[config.mk]
export PLATFORM = sky130hd
export DESIGN_NAME = reg_file_wb_flat
export DESIGN_NICKNAME = d
export VERILOG_FILES = /design/src/rtl/cpu_pkg.sv /design/src/rtl/reg_file_wb_if.sv /design/src/rtl/reg_read_port.sv /design/src/rtl/reg_file_wb.sv /design/src/flat_wrapper.sv
export SDC_FILE = /design/constraint.sdc
export NUM_CORES = 2
export LEC_CHECK = 0
export BUFFER_PORTS_ARGS = -buffer_cell sky130_fd_sc_hd__buf_4
export CORE_ASPECT_RATIO = 1.2
export CORE_MARGIN = 2
export CORE_UTILIZATION = 35
export DETAILED_ROUTE_END_ITERATION = 12
export PLACE_DENSITY = 0.47
export SETUP_SLACK_MARGIN = 0.02
export SYNTH_ARGS = -nofsm -noshare
export SYNTH_HDL_FRONTEND = slang
export SYNTH_SLANG_ARGS = --single-unit
[constraint.sdc]
create_clock -name clk -period 2.5 [get_ports clk]
set_input_delay 0.125 -clock clk [delete_from_list [all_inputs] [get_ports clk]]
set_output_delay 0.125 -clock clk [all_outputs]
set_load 0.05 [all_outputs]
[src/rtl/cpu_pkg.sv]
// Shared CPU definitions used by the register file and its neighbours.
//   REG_DATA_W / REG_ADDR_W : default register width and address width
//   REG_ZERO / REG_RA       : hardwired-zero register and link register
//   REGDST_*                : RegDst mux encodings (rt, rd or 31)
package cpu_pkg;

    localparam int REG_DATA_W = 32;
    localparam int REG_ADDR_W = 5;

    localparam logic [4:0] REG_ZERO = 5'd0;
    localparam logic [4:0] REG_RA   = 5'd31;

    typedef enum logic [1:0] {
        REGDST_RT = 2'd0,
        REGDST_RD = 2'd1,
        REGDST_RA = 2'd2
    } regdst_e;

endpackage

[src/rtl/reg_file_wb_if.sv]
// Register-file bus: one write port plus two combinational read ports.
//   we/waddr/wdata   : write-back request (committed on the clock edge)
//   raddr1/rdata1    : rs read port
//   raddr2/rdata2    : rt read port
// Handshake: there is no valid/ready pair; we is a per-cycle qualifier
// sampled on the rising edge, and read data is valid in the same cycle as
// its address.
// master = CPU side (drives addresses/data), slave = register file.
interface reg_file_wb_if
    import cpu_pkg::*;
#(
    parameter int DATA_W = REG_DATA_W,
    parameter int ADDR_W = REG_ADDR_W
);
    logic              we;
    logic [ADDR_W-1:0] waddr;
    logic [DATA_W-1:0] wdata;
    logic [ADDR_W-1:0] raddr1;
    logic [ADDR_W-1:0] raddr2;
    logic [DATA_W-1:0] rdata1;
    logic [DATA_W-1:0] rdata2;

    modport master (
        output we, waddr, wdata, raddr1, raddr2,
        input  rdata1, rdata2
    );

    modport slave (
        input  we, waddr, wdata, raddr1, raddr2,
        output rdata1, rdata2
    );
endinterface

[src/rtl/reg_read_port.sv]
// One combinational read port of the register file.
//   rst_n  : while low the port returns 0 (also suppresses bypass)
//   raddr  : read address; address 0 always returns 0
//   we/waddr/wdata : current write request, used for same-cycle bypass
//   mem    : storage array
//   rdata  : read data, zero latency
module reg_read_port
    import cpu_pkg::*;
#(
    parameter int DATA_W = REG_DATA_W,
    parameter int ADDR_W = REG_ADDR_W,
    parameter int BYPASS = 1
) (
    input  logic              rst_n,
    input  logic [ADDR_W-1:0] raddr,
    input  logic              we,
    input  logic [ADDR_W-1:0] waddr,
    input  logic [DATA_W-1:0] wdata,
    input  logic [DATA_W-1:0] mem [1<<ADDR_W],
    output logic [DATA_W-1:0] rdata
);
    logic is_zero;
    logic hit;

    assign is_zero = (raddr == ADDR_W'(REG_ZERO));
    // Bypass only makes sense for a write that will actually land.
    assign hit     = (BYPASS != 0) && we && (waddr == raddr);

    // Priority: reset gate, then $0, then bypass, then storage.
    always_comb begin
        rdata = '0;
        if (!rst_n || is_zero) begin
            rdata = '0;
        end else if (hit) begin
            rdata = wdata;
        end else begin
            rdata = mem[raddr];
        end
    end
endmodule

[src/rtl/reg_file_wb.sv]
// MIPS general-purpose register file: 2**ADDR_W x DATA_W, $0 hardwired 0.
//   clk   : rising-edge clock
//   rst_n : asynchronous active-low reset, clears every entry
//   bus   : reg_file_wb_if slave (write port + two read ports)
// BYPASS=1 forwards a same-cycle write to matching readers; BYPASS=0
// returns the stored value until the edge.
module reg_file_wb
    import cpu_pkg::*;
#(
    parameter int DATA_W = REG_DATA_W,
    parameter int ADDR_W = REG_ADDR_W,
    parameter int BYPASS = 1
) (
    input  logic          clk,
    input  logic          rst_n,
    reg_file_wb_if.slave  bus
);
    localparam int DEPTH = 1 << ADDR_W;

    logic [DATA_W-1:0] mem [DEPTH];
    logic              wr_en;

    // Writes to $0 are dropped so entry 0 stays at its reset value.
    assign wr_en = bus.we && (bus.waddr != ADDR_W'(REG_ZERO));

    always_ff @(posedge clk or negedge rst_n) begin
        if (!rst_n) begin
            for (int i = 0; i < DEPTH; i++) begin
                mem[i] <= '0;
            end
        end else if (wr_en) begin
            mem[bus.waddr] <= bus.wdata;
        end
    end

    reg_read_port #(.DATA_W(DATA_W), .ADDR_W(ADDR_W), .BYPASS(BYPASS)) u_rd1 (
        .rst_n (rst_n),
        .raddr (bus.raddr1),
        .we    (bus.we),
        .waddr (bus.waddr),
        .wdata (bus.wdata),
        .mem   (mem),
        .rdata (bus.rdata1)
    );

    reg_read_port #(.DATA_W(DATA_W), .ADDR_W(ADDR_W), .BYPASS(BYPASS)) u_rd2 (
        .rst_n (rst_n),
        .raddr (bus.raddr2),
        .we    (bus.we),
        .waddr (bus.waddr),
        .wdata (bus.wdata),
        .mem   (mem),
        .rdata (bus.rdata2)
    );
endmodule

[src/flat_wrapper.sv]
// flat-port wrapper written by rule: the top's interface ports become plain ports
module reg_file_wb_flat import cpu_pkg::*;
#(
    parameter int DATA_W = REG_DATA_W,
    parameter int ADDR_W = REG_ADDR_W,
    parameter int BYPASS = 1
)
  (clk, rst_n, bus_we, bus_waddr, bus_wdata, bus_raddr1, bus_raddr2, bus_rdata1, bus_rdata2);
  reg_file_wb_if #(.DATA_W(DATA_W), .ADDR_W(ADDR_W)) bus_i ();
  input  logic clk;
  input  logic rst_n;
  input wire logic [$bits(bus_i.we)-1:0] bus_we;
  input wire logic [$bits(bus_i.waddr)-1:0] bus_waddr;
  input wire logic [$bits(bus_i.wdata)-1:0] bus_wdata;
  input wire logic [$bits(bus_i.raddr1)-1:0] bus_raddr1;
  input wire logic [$bits(bus_i.raddr2)-1:0] bus_raddr2;
  output wire logic [$bits(bus_i.rdata1)-1:0] bus_rdata1;
  output wire logic [$bits(bus_i.rdata2)-1:0] bus_rdata2;
  assign bus_i.we = bus_we;
  assign bus_i.waddr = bus_waddr;
  assign bus_i.wdata = bus_wdata;
  assign bus_i.raddr1 = bus_raddr1;
  assign bus_i.raddr2 = bus_raddr2;
  assign bus_rdata1 = bus_i.rdata1;
  assign bus_rdata2 = bus_i.rdata2;
  reg_file_wb #(.DATA_W(DATA_W), .ADDR_W(ADDR_W), .BYPASS(BYPASS)) u_core (.clk(clk), .rst_n(rst_n), .bus(bus_i));
endmodule
### After elaboration in Yosys (flattened, before gate mapping)

Cells that the tools add are included.

| word-level totals | value |
|---|---|
| register bits after elaboration | 1024 |
| bits of input ports | 50 |
| word-level logic and storage cells | 64 |
| output and inout port bits | 64 |

| cells by class | value |
|---|---|
| magnitude comparators | 4 |
| reductions and logical operators | 10 |
| muxes and demuxes | 13 |
| equal/unequal tests | 2 |
| bitwise operators | 3 |

Operators by type and width:

| operator | count |
|---|---|
| $bwmux W1024 | 1 |
| $bmux W32 S5 | 2 |
| $mux W32 | 9 |
| $demux W32 S5 | 1 |
| $ge A6 B6 Y1 const B | 3 |
| $not A5 Y6 | 3 |
| $eq A5 B5 Y1 | 2 |
| $logic_not A5 Y1 | 2 |
| $lt A6 B1 Y1 const B | 1 |
| $reduce_bool A5 Y1 | 1 |
| $logic_and A1 B1 Y1 | 4 |
| $logic_or A1 B1 Y1 | 2 |
| $logic_not A1 Y1 | 1 |

### Longest topological paths before layout

| depth | value |
|---|---|
| word-level depth | 6 |
| gate-level depth with buffers | 9 |

### Hierarchy

Synthesis repeated with hierarchy kept, for this count alone.

| second synthesis, totals | value |
|---|---|
| cell total of the unflattened synthesis | 3523 |
| area total of the unflattened synthesis | 54403.4 um^2 |

By module, submodules not included:

| module | cells each | area each (um^2) | times used | seq. area each (um^2) |
|---|---|---|---|---|
| reg_file_wb | 2287 | 38072.8 | 1 | 25624.6 |
| reg_read_port | 618 | 8165.3 | 2 | 0.0 |

### Least setup slack after synthesis

Ideal clock, no wire load.

| path | value |
|---|---|
| path type | input-to-output |
| start | input port bus_raddr1[0] |
| end | output port bus_rdata1[30] |
| stages on the path | 8 |
| required time | 2375 ps |
| path slack | -544 ps |
| buffers on the path | 3 |
| arrival | 2919 ps |
| path through | buf_6 buf_8 buf_12 mux2i_1 a221oi_1 o21ai_1 nor4bb_1 a2111oi_1 |

| between the ends | value |
|---|---|
| longest elaborated chain between the ends | 6 |
| elaborated cells between the ends (all ways) | 10 |

Ends and longest elaborated chain:

| item | line | source |
|---|---|---|
| from (decl) | flat_wrapper.sv:15 | `input wire logic [$bits(bus_i.raddr1)-1:0] bus_raddr1;` |
| $not A5 Y6 (not written as such) | reg_read_port.sv:37 | `rdata = mem[raddr];` |
| $bmux W32 S5 | reg_read_port.sv:37 |  |
| $mux W32 (not written as such) (2 in series) | reg_read_port.sv:37 |  |
| $mux W32 | reg_read_port.sv:34 | `end else if (hit) begin` |
| $mux W32 (*) | reg_read_port.sv:32 | `if (!rst_n \|\| is_zero) begin` |
| to (decl) | flat_wrapper.sv:17 | `output wire logic [$bits(bus_i.rdata1)-1:0] bus_rdata1;` |

Every way passes the cells marked *; elsewhere a longest branch is shown, timed or not. The select of a mux whose other input is x is not followed.

### Worst setup path after layout

| path | value |
|---|---|
| start | register u_core.mem[792] in the netlist's numbering |
| end | output port bus_rdata1[24] |

| between the ends | value |
|---|---|
| longest elaborated chain between the ends | 5 |

Ends and longest elaborated chain:

| item | line | source |
|---|---|---|
| from (decl) | reg_file_wb.sv:20 | `logic [DATA_W-1:0] mem [DEPTH];` |
| from (signal, indexed assignment) | reg_file_wb.sv:32 | `mem[bus.waddr] <= bus.wdata;` |
| $bmux W32 S5 | reg_read_port.sv:37 |  |
| $mux W32 (not written as such) (2 in series) | reg_read_port.sv:37 |  |
| $mux W32 | reg_read_port.sv:34 |  |
| $mux W32 | reg_read_port.sv:32 |  |

Every way passes these cells. The select of a mux whose other input is x is not followed.

==> results.yml <==
floorplan:
  die_x_um: 367.5
  die_height_um: 440.2
  initial_core_util_pct: 35.13
  die-area_sq_um: 161800
  pin_count: 114
  num_rows: 160
  coreArea_sq_um: 158000
route:
  first_pass_iters: 5
  drt-initial-drc-count: 2897
  via_per_inst: 5.919
  drt-total-wl_um: 196500
  post-route-drc-count: 0
  antenna_left: 0
  wl_per_cell_um: 31.59
  vias: 36819
final_layout:
  largestRegisters: "u_core.mem (1024)"
  nFillCells: 14452
  design_area_sq_um: 66740
  drive_gt1_share_pct: 54.42
  top_register: "u_core.mem"
  largest_reg_flops: 1024
  final_util_pct: 42.25
  multi_input_area_sq_um: 29040
  area_growth_pct: 20.27
  seqCellArea_sq_um: 25620
  finalNetCount: 4066
power:
  p_sw_share_pct: 28.39
  clock_power_share_pct: 35.6
  power_switching_mw: 14.77
  leakagePower_nw: 28.45
  p_per_area_nw_per_um2: 779.7
  p_int_mw: 37.27
  irDropWorstVdd_uv: 641.9
  pwr-share-comb_pct: 22.1
  seqPwrFrac_pct: 42.3
synthesis:
  synth_edf_count: 0
  yosys.cell_types.count: 53
  synthDominantCellAreaShare_pct: 46.18
  yosys.area.top_type: "dfrtp_1"
  ys.flop_type: "dfrtp_1"
  yosys_warnings: 0
  synth.most_common_cell: "dfrtp_1"
  ys_ff_latch: 1024
  ys_seq_area_share_pct: 46.18
  async_flop_share_pct: 100.0
  syn-cell-area_sq_um: 55490
  syn_inst: 3904
  synthTopCellsByArea: "dfrtp_1, mux2_2, mux4_2"
  synth_common_cells: "dfrtp_1, mux2_2, mux4_2"
  postSynthAreaPerCell_sq_um: 14.21
  synth_nets: 3954
place:
  placed_area_sq_um: 60600
  gp_congestion: 0.8040
  hpwl_um: 123100
  numPortBuffers: 113
clocking:
  cts_sinks: 1024
  htreeDepth: 3
  clock_path_buffers: 3
  cts_root_buf: "clkbuf_16"
  cts_buffers: 117
  cts.clk_slew.worst_paths_ns: 0.06
  cts_tree: "yes"
  clk_latency_ns: 0.74
status:
  violations: "negative setup slack"
  status: "finished, violations left"
global_route:
  antenna_found_initial: 2
  overflow: 0
  grt.total_usage_pct: 24.26
  grt_pass1_wl_um: 286200
  grt_pass1_vias: 38445
  grt_start_max_net_pins: 125
worst_hold_path:
  hold_class: "in2async"
setup_path:
  worst_r2r_startpoint: "u_core.mem[796]"
  critPathMaxFanout: 3
  cp_data_arrival_time_ns: 2.68
  reg2reg_depth: 2
  r2r-end: "u_core.mem[796]"
  setup.worst_path.class: "reg2out"
  rrSetupSlack_ns: 1.58
  crit_required_ns: 2.38
  critPathLaunch: "u_core.mem[792]"
  worst_setup_path_start_kind: "register"
  cp-end-kind: "output pin"
run:
  cap_viol_max_count: 0
timing:
  tightestPinTransition_ns: 0.8725
  whs_ns: 0.06875
  setup_viol: 63
  fin_crit_sh_pct: 112.3
  fin_ws_ns: -0.3070
  min_period_ns: 2.807
  fmax_mhz: 356.3
  finClkSkew_ns: 0
  finalHoldViolations: 0
  maxSlewViolCount: 0
  slew_headroom_pct: 41.83
  fin_tns_setup_ns: -7.581
  rsz0062_at_grt: "yes"
layout by cell type (no fill, tap or decap), types with 8 or more instances in the layout:
cell type / n
a21oi_2: 24
a221o_1: 54
a221o_2: 8
a221oi_1: 73
a221oi_2: 53
a22oi_1: 26
a22oi_2: 70
a31oi_1: 22
a31oi_2: 9
buf_12: 122
buf_4: 220
buf_6: 57
buf_8: 14
bufinv_16: 14
clkbuf_1: 26
clkbuf_16: 119
clkbuf_8: 30
clkinv_2: 18
dfrtp_1: 1024
dlygate4sd3_1: 33
mux2_1: 53
mux2_2: 971
mux2_4: 30
mux2i_1: 254
mux4_2: 355
nand2_1: 39
nand2_2: 9
nand2b_1: 9
nand2b_4: 26
nand3_1: 34
nor2_1: 68
nor2_4: 15
o211ai_1: 30
o21ai_0: 26
o21ai_1: 42
o21ai_2: 26
o221ai_1: 30
stage by stage:
stage	total power [mW]	setup WS, ns	cells
after detailed placement	32.92	-0.02087	5941
after global placement	32.69	-0.02358	5941
after global routing	54.35	-0.3517	6221
final	52.04	-0.3070	6221
after CTS	52.33	-0.3391	6213
after floorplan	29.32	0.1348	3904
power groups by stage:
stage / registers, mW / clock network, mW / logic, mW
finish: 22.0 / 18.5 / 11.5
global route: 22.4 / 19.6 / 12.3
CTS: 22.0 / 19.0 / 11.4
detailed placement: 22.3 / 0 / 10.6
global placement: 22.2 / 0 / 10.5
floorplan: 21.5 / 0 / 7.86
how the worst max path moves through the flow:
stage                                end  slack [ns]  cells past startpoint
after detailed placement   bus_rdata1[6]       -0.02                      8
after global placement     bus_rdata1[6]       -0.02                      8
after floorplan           bus_rdata2[30]        0.13                      8
after CTS                 bus_rdata1[24]       -0.34                      6
final                     bus_rdata1[24]       -0.31                      6
after global routing      bus_rdata1[24]       -0.35                      6
metal layers:
layer / vias up / global-route usage, % / share of wire (%) / wire (um)
met3: 247 / 3.181 / 4.5 / 8826
met1: 20254 / 33.79 / 45 / 88120
li1: 15391 / - / - / -
met4: 0 / 6.524 / 2.5 / 4934
met5: - / 0 / 0 / 0
met2: 927 / 39.81 / 48 / 94630
layout make-up:
| cell class | count | share of cell area [%] |
|---|---|---|
| Sequential cell | 1024 | 38.40 |
| Timing Repair Buffer | 446 | 7.906 |
| Inverter | 5 | 0.03562 |
| Clock buffer | 175 | 5.227 |
| Antenna cell | 1 | 0.003750 |
| Tap cell | 2106 | 3.948 |
| Clock inverter | 42 | 0.9711 |
| Multi-Input combinational cell | 2422 | 43.51 |
what timing repair did:
| action | 4_1_cts | 5_1_grt |
|---|---|---|
| endpoints found under the hold margin | 1427 | 0 |
| pin swaps | 126 | 48 |
| hold buffers | 33 | 0 |
| gates resized for setup | 243 | 60 |
| setup buffers | 30 | 7 |
| setup endpoints to repair | 64 | 64 |
cells by family after synthesis:
logic type,count (synthesis),share of synthesized area [%]
muxes,1663,40.58
DFF,1024,46.18
AOI/OAI and AO/OA,507,6.902
buffers and inverters,458,4.077
and+or+nand+nor,242,2.101
xor gates and xnor gates,10,0.1578
worst max-delay path, cell delays in order, from the launching register on:
cell and delay (ns):
dfrtp_1 0.39, mux4_2 0.48, nand2b_4 0.15, o211ai_1 0.14, a31oi_2 0.21, a221o_1 0.38, buf_6 0.19
(Power assumes the default switching activity.)
